[config.mk]
export PLATFORM = sky130hd
export DESIGN_NAME = blf_gen
export DESIGN_NICKNAME = d
export VERILOG_FILES = /design/src/rtl/blf_gen.sv
export SDC_FILE = /design/constraint.sdc
export NUM_CORES = 1
export LEC_CHECK = 0
export CORE_UTILIZATION = 59
export DETAILED_ROUTE_END_ITERATION = 7
export GPL_TIMING_DRIVEN = 0
export PLACE_DENSITY_LB_ADDON = 0.25
export SLEW_MARGIN = 25
export SYNTH_ARGS = -nofsm -noshare
export SYNTH_HDL_FRONTEND = slang
export SYNTH_SLANG_ARGS = --single-unit
[constraint.sdc]
create_clock -name clk_1_92m -period 5.7 [get_ports clk_1_92m]
set_clock_uncertainty 0.1 [all_clocks]
set_input_delay 1.425 -clock clk_1_92m [delete_from_list [all_inputs] [get_ports clk_1_92m]]
set_output_delay 1.425 -clock clk_1_92m [all_outputs]
set_load 0.03 [all_outputs]
[src/rtl/blf_gen.sv]
// blf_gen: fractional-N divider for the DOUB_BLF clock.
// Shadowed config, boundary-aligned updates, drain-to-boundary stop.
module blf_gen #(
    parameter int INT_W  = 6,
    parameter int FRAC_W = 2
) (
    input  logic              clk_1_92m,
    input  logic              rst_n,
    input  logic [INT_W-1:0]  cfg_int,
    input  logic [FRAC_W-1:0] cfg_frac,
    input  logic              cfg_load,
    input  logic              start,
    input  logic              stop,
    output logic              blf_clk,
    output logic              blf_tick,
    output logic              busy,
    output logic              cfg_err
);
    typedef enum logic [1:0] {
        IDLE  = 2'd0,
        RUN   = 2'd1,
        DRAIN = 2'd2
    } state_t;

    localparam logic [INT_W:0]   CNT_ONE = (INT_W+1)'(1);
    localparam logic [INT_W-1:0] INT_MIN = INT_W'(2);

    state_t            state_q, state_d;
    logic [INT_W-1:0]  sh_int, act_int, nxt_int;
    logic [FRAC_W-1:0] sh_frac, act_frac, nxt_frac, acc;
    logic              sh_valid, err_q;
    logic [INT_W:0]    cnt, per, half;
    logic [FRAC_W:0]   sum;
    logic              load_ok, active, last, go, new_period;

    assign load_ok    = cfg_load && (cfg_int >= INT_MIN);
    assign active     = (state_q != IDLE);
    assign go         = (state_q == IDLE) && start && !stop && sh_valid;

    // acc holds the phase at the start of the current period
    assign sum        = {1'b0, acc} + {1'b0, act_frac};
    assign per        = {1'b0, act_int} + {{INT_W{1'b0}}, sum[FRAC_W]};
    assign half       = (per + CNT_ONE) >> 1;
    assign last       = active && (cnt == per - CNT_ONE);
    assign new_period = go || last;

    // a valid load on the boundary cycle feeds the next period directly
    always_comb begin
        nxt_int  = sh_int;
        nxt_frac = sh_frac;
        if (last && load_ok) begin
            nxt_int  = cfg_int;
            nxt_frac = cfg_frac;
        end
    end

    always_comb begin
        state_d = state_q;
        unique case (state_q)
            IDLE:    if (go) state_d = RUN;
            RUN:     if (stop) state_d = last ? IDLE : DRAIN;
            DRAIN: begin
                if (start)     state_d = RUN;
                else if (last) state_d = IDLE;
            end
            default: state_d = IDLE;
        endcase
    end

    always_ff @(posedge clk_1_92m or negedge rst_n) begin
        if (!rst_n) begin
            sh_int   <= '0;
            sh_frac  <= '0;
            sh_valid <= 1'b0;
            err_q    <= 1'b0;
        end else if (load_ok) begin
            sh_int   <= cfg_int;
            sh_frac  <= cfg_frac;
            sh_valid <= 1'b1;
            err_q    <= 1'b0;
        end else if (cfg_load) begin
            err_q    <= 1'b1;
        end
    end

    always_ff @(posedge clk_1_92m or negedge rst_n) begin
        if (!rst_n) begin
            state_q  <= IDLE;
            cnt      <= '0;
            acc      <= '0;
            act_int  <= '0;
            act_frac <= '0;
        end else begin
            state_q <= state_d;
            if (new_period) begin
                act_int  <= nxt_int;
                act_frac <= nxt_frac;
                acc      <= go ? '0 : sum[FRAC_W-1:0];
            end
            if (state_d == IDLE || new_period) begin
                cnt <= '0;
            end else begin
                cnt <= cnt + CNT_ONE;
            end
        end
    end

    assign busy     = active;
    assign blf_tick = active && (cnt == '0);
    assign blf_clk  = active && (cnt < half);
    assign cfg_err  = err_q;

endmodule

# After elaboration in Yosys (flattened, before gate mapping)
# Cells that the tools add are included.
[word_totals]
register_bits = 29
input_bits = 13
output_inout_bits = 4
[classes]
add_sub_neg = 5
n_lt_le_gt_ge = 2
eq_ne = 3
muxes = 12
n_reduce_logical = 16
[op_table]
columns = ["cell", "count"]
rows = [
  ["adder 7 x 1 -> 7 bit, second input constant", 2],
  ["two-way mux 2 bit", 7],
  ["logical AND 1 bit", 8],
  ["adder 6 x 1 -> 7 bit", 1],
  ["== test 7 bit", 1],
  ["zero test 7 bit", 1],
  ["less-than comparator 7 x 6 -> 1 bit", 1],
  ["two-way mux 7 bit", 1],
  ["subtractor 7 x 1 -> 7 bit, second input constant", 1],
  [">= comparator 6 x 2 -> 1 bit, second input constant", 1],
  ["two-way mux 6 bit", 1],
  ["case mux 2 bit (3 select lines)", 1],
  ["zero test 2 bit", 2],
  ["nonzero test 2 bit", 2],
  ["adder 2 x 2 -> 3 bit", 1],
  ["== test 2 x 1 -> 1 bit, second input constant", 1],
  ["== test 2 bit, second input constant", 1],
  ["logical OR 1 bit", 2],
  ["two-way mux 1 bit", 2],
  ["zero test 1 bit", 1],
]

# Depth between registers and ports, before layout
[logic_depth]
depth_word = 11
ltp_mapped = 17
ltp_nobuf = 16

# Worst setup path after synthesis
# Ideal clock, no wire load.
[synth_timing]
path_type = "flip-flop to output port"
from = "reg act_frac[0]"
to = "out blf_clk"
t_arrival_ps = 4203
required_ps = 4175
slack_ps = -28
stages_incl_launch_ff = 17
n_path_buf = 0
path_cell_list = "dfrtp_1 -> ha_1 -> inv_1 -> fa_1 -> inv_1 -> ha_1 -> ha_1 -> ha_1 -> o21ai_0 -> o21ai_0 -> a21oi_1 -> xor2_1 -> ha_1 -> a21boi_0 -> o21ai_0 -> nand2b_1 -> a2111oi_0"
[synth_between]
elab_chain_cells = 5
[synth_lines]
columns = ["element", "line", "text"]
rows = [
  ["from (decl)", "30", "logic [FRAC_W-1:0] sh_frac, act_frac, nxt_frac, acc;"],
  ["from (signal assigned)", "97", "act_frac <= nxt_frac;"],
  ["adder 2 x 2 -> 3 bit", "41", "assign sum = {1'b0, acc} + {1'b0, act_frac};"],
  ["adder 6 x 1 -> 7 bit", "42", "assign per = {1'b0, act_int} + {{INT_W{1'b0}}, sum[FRAC_W]};"],
  ["adder 7 x 1 -> 7 bit", "43", "assign half = (per + CNT_ONE) >> 1;"],
  ["less-than comparator 7 x 6 -> 1 bit", "110", "assign blf_clk = active && (cnt < half);"],
  ["logical AND 1 bit", "110", ""],
  ["to (decl)", "14", "output logic blf_clk,"],
]
# No other way between the ends.

# Final worst setup path
# Ends and elaborated chain as after synthesis.

==> qor.csv <==
metric,value,unit
Clock Latency Late Sink,0.33,ns
Mapped Avg Cell Area,8.87,um^2
Final Max Tran Viols,0,
CTS tree,yes,
final-layout fill cell count,301,
Rows,21,
# port buffers,15,
RSZ-0062 raised after global routing,no,
# nets final,284,
fmax,184,MHz
CTS sink count,29,
DRT iter0 DRCs,204,
pwr dens,493,nW/um^2
"flops & latches, synth",29,
leading cell type by number of instances after synthesis,nand2_1,
synth top area cells,"dfrtp_1 35%, ha_1 8.4%, nand2_1 6.3%",
switching pwr,0.506,mW
first-pass GRT wire length,7.22,mm
Yosys top cell by area,dfrtp_1,
synthesized cell area,2070,um^2
Non-Filler Instances,303,
DR pass1 iterations,4,
diodes inserted,0,
Setup CP Type,reg -> out,
synth-to-layout area growth,13.7,%
WL per Instance,14.1,um
CP required,4.18,ns
ratio of cells with drive above 1 in the final layout,0.101,
Worst Path Arrival,3.90,ns
CP cell instances,"ha_1, inv_1, fa_1, inv_1, ha_1, ha_1, ha_1, o21ai_0, o21ai_0, a21oi_1, xor2_1, ha_1, a21boi_0, o21ai_0, nand2b_1, a2111oi_1, clkbuf_2",
status,"finished, final reports clean",
final core occ,0.701,
Max Cap Violations,0,
"Distinct cells, synth",47,
slack of the critical path,0.276,ns
hold_buf cts,0,
endpoint class of the critical path,primary output,
die area,3760,um^2
CP max FO,4,
cell with the largest stage delay on the worst path,a2111oi_1,
Reg power frac,0.269,
CP top delay family,adder cells,
final hold vios,0,
combinational group share of total power,0.580,
Yosys warning count,0,
die width,61.3,um
Vias,1693,
"Reg clk slew, reported paths",0.09,ns
Synth Flop Type,dfrtp_1,
"Seq/Total Area, Yosys",0.350,
Leak Pwr,1.07,nW
DR vias/cell,5.59,
cts repair resizes,1,
Area after DPL,2280,um^2
largest net degree at the start of global routing,30,
dpl hpwl,3.09,mm
Worst Hold Class,reg -> reg,
global-route track usage on met2,0.430,
die height,61.3,um
final cycle utilization of the critical path,0.952,
Total Wirelength,4.28,mm
cell-internal power,0.658,mW
clock root cell,clkbuf_4,
VDD IR max,0.300,mV
CP max stage delay,0.40,ns
Tmin final,5.42,ns
Synth Instances,234,
met1 Track Usage GR,0.369,
GR Layer Usage met3,0.0441,
core box area,3360,um^2
Max Root-Sink Buffers,2,
Crit path top cell by count,ha_1,
async set-reset flop share out of synthesis,1.00,
Synth top area share,0.350,
grt total ovfl,0,
clock share of power,0.151,
pre-CTS WS,0.179,ns
Syn Nets,262,
vias in the first global route,1587,
post-route setup TNS,0,ns
final antenna-violating net count,0,
Tightest Pin Transition,0.748,ns
Buf/Inv on CP,3,
initial core utilization,0.617,
drt drc,0,
relative slew slack,0.501,
Routability Congestion,0.869,
CTS HTree Levels,2,
switching share of power,0.435,
I/O Pins,17,
Total GRT Usage,0.268,
final instance area,2360,um^2
Post-synth EDFFs,0,
"Setup Fix Bufs, Post-CTS",0,
FF-to-FF setup slack,1.44,ns
synth cell count leaders,"35 x nand2_1, 29 x dfrtp_1, 26 x nor2_1",
Post-Place Cells,295,
total CTS buffers,5,
GR peak layer,met2,
type of origin of the critical path,register,
final setup violation count,0,
initial antenna violation count,0,
[area by class of cell]
type,count,area (um^2),area share
multi-input combinational,181,1240,0.527
sequential,29,726,0.308
timing repair buffer,15,140,0.0594
buffer,11,57.6,0.0244
tap,46,57.6,0.0244
clock buffer,7,55.1,0.0233
inverter,13,48.8,0.0207
clock inverter,1,30.0,0.0127
[worst paths after layout]
kind / startpoint / cells past startpoint / endpoint
min in group asynchronous: rst_n / 1 / act_frac[0]
setup reg to reg: act_frac[0] / 15 / act_int[2]
hold / removal: sh_int[1] / 2 / sh_int[1]
setup / recovery: act_frac[0] / 17 / blf_clk
max in group asynchronous: rst_n / 1 / cnt[5]
hold reg to reg: sh_int[1] / 2 / sh_int[1]
[cell families after synthesis]
family,count (synthesis),synth area share
DFF,29,0.350
adders and majority gates,15,0.0941
and+or+nand+nor,97,0.231
buffers and inverters,24,0.0513
AOI/OAI and AO/OA,42,0.156
muxes,3,0.0163
xor gates and xnor gates,24,0.101
[worst min-delay path, stage by stage, from the launching register on]
cell     delay, ns
dfrtp_1       0.35
nand2_1       0.05
nand2_1       0.06
[cells in the final DEF, fill, tap and decap left out, types with 3 or more instances in the layout]
master,netlist,final
nand2_1,35,35
dfrtp_1,29,29
nor2_1,26,26
xnor2_1,15,15
ha_1,14,14
inv_1,13,13
clkdlybuf4s50_1,0,13
xor2_1,9,9
buf_2,7,8
or3_1,8,8
o211a_1,8,8
o21ai_0,7,7
clkbuf_4,0,5
a21oi_1,4,4
a21boi_0,4,4
nand2b_1,4,4
nand3_1,4,4
a31oi_1,4,4
clkbuf_1,3,4
mux2_2,3,3
[flip-flops by register name (all words and copies together) (netlist names)]
name,flops
state_q,2
cnt,7
sh_int,6
cfg_err,1
acc,2
act_frac,2
sh_valid,1
sh_frac,2
act_int,6
[routing by layer]
layer	share of wire	wire length, um
met1	0.48	2070
met2	0.47	2010
met3	0.036	154
met4	0.012	53
met5	0	0
[stage by stage]
| step | hold WS, ns | total power [mW] |
|---|---|---|
| finish | 0.387 | 1.16 |
| global route | 0.402 | 1.27 |
| CTS | 0.388 | 1.16 |
| detailed placement | 0.366 | 0.986 |
| global placement | 0.361 | 0.969 |
| floorplan | 0.346 | 0.827 |
[power groups by stage]
stage / registers (mW) / logic, mW / clock network [mW]
finish: 0.313 / 0.675 / 0.176
detailed placement: 0.316 / 0.670 / 0
global placement: 0.312 / 0.657 / 0
CTS: 0.313 / 0.676 / 0.176
global route: 0.322 / 0.760 / 0.186
floorplan: 0.300 / 0.527 / 0
No activity file was read; power rests on OpenSTA's default activity.
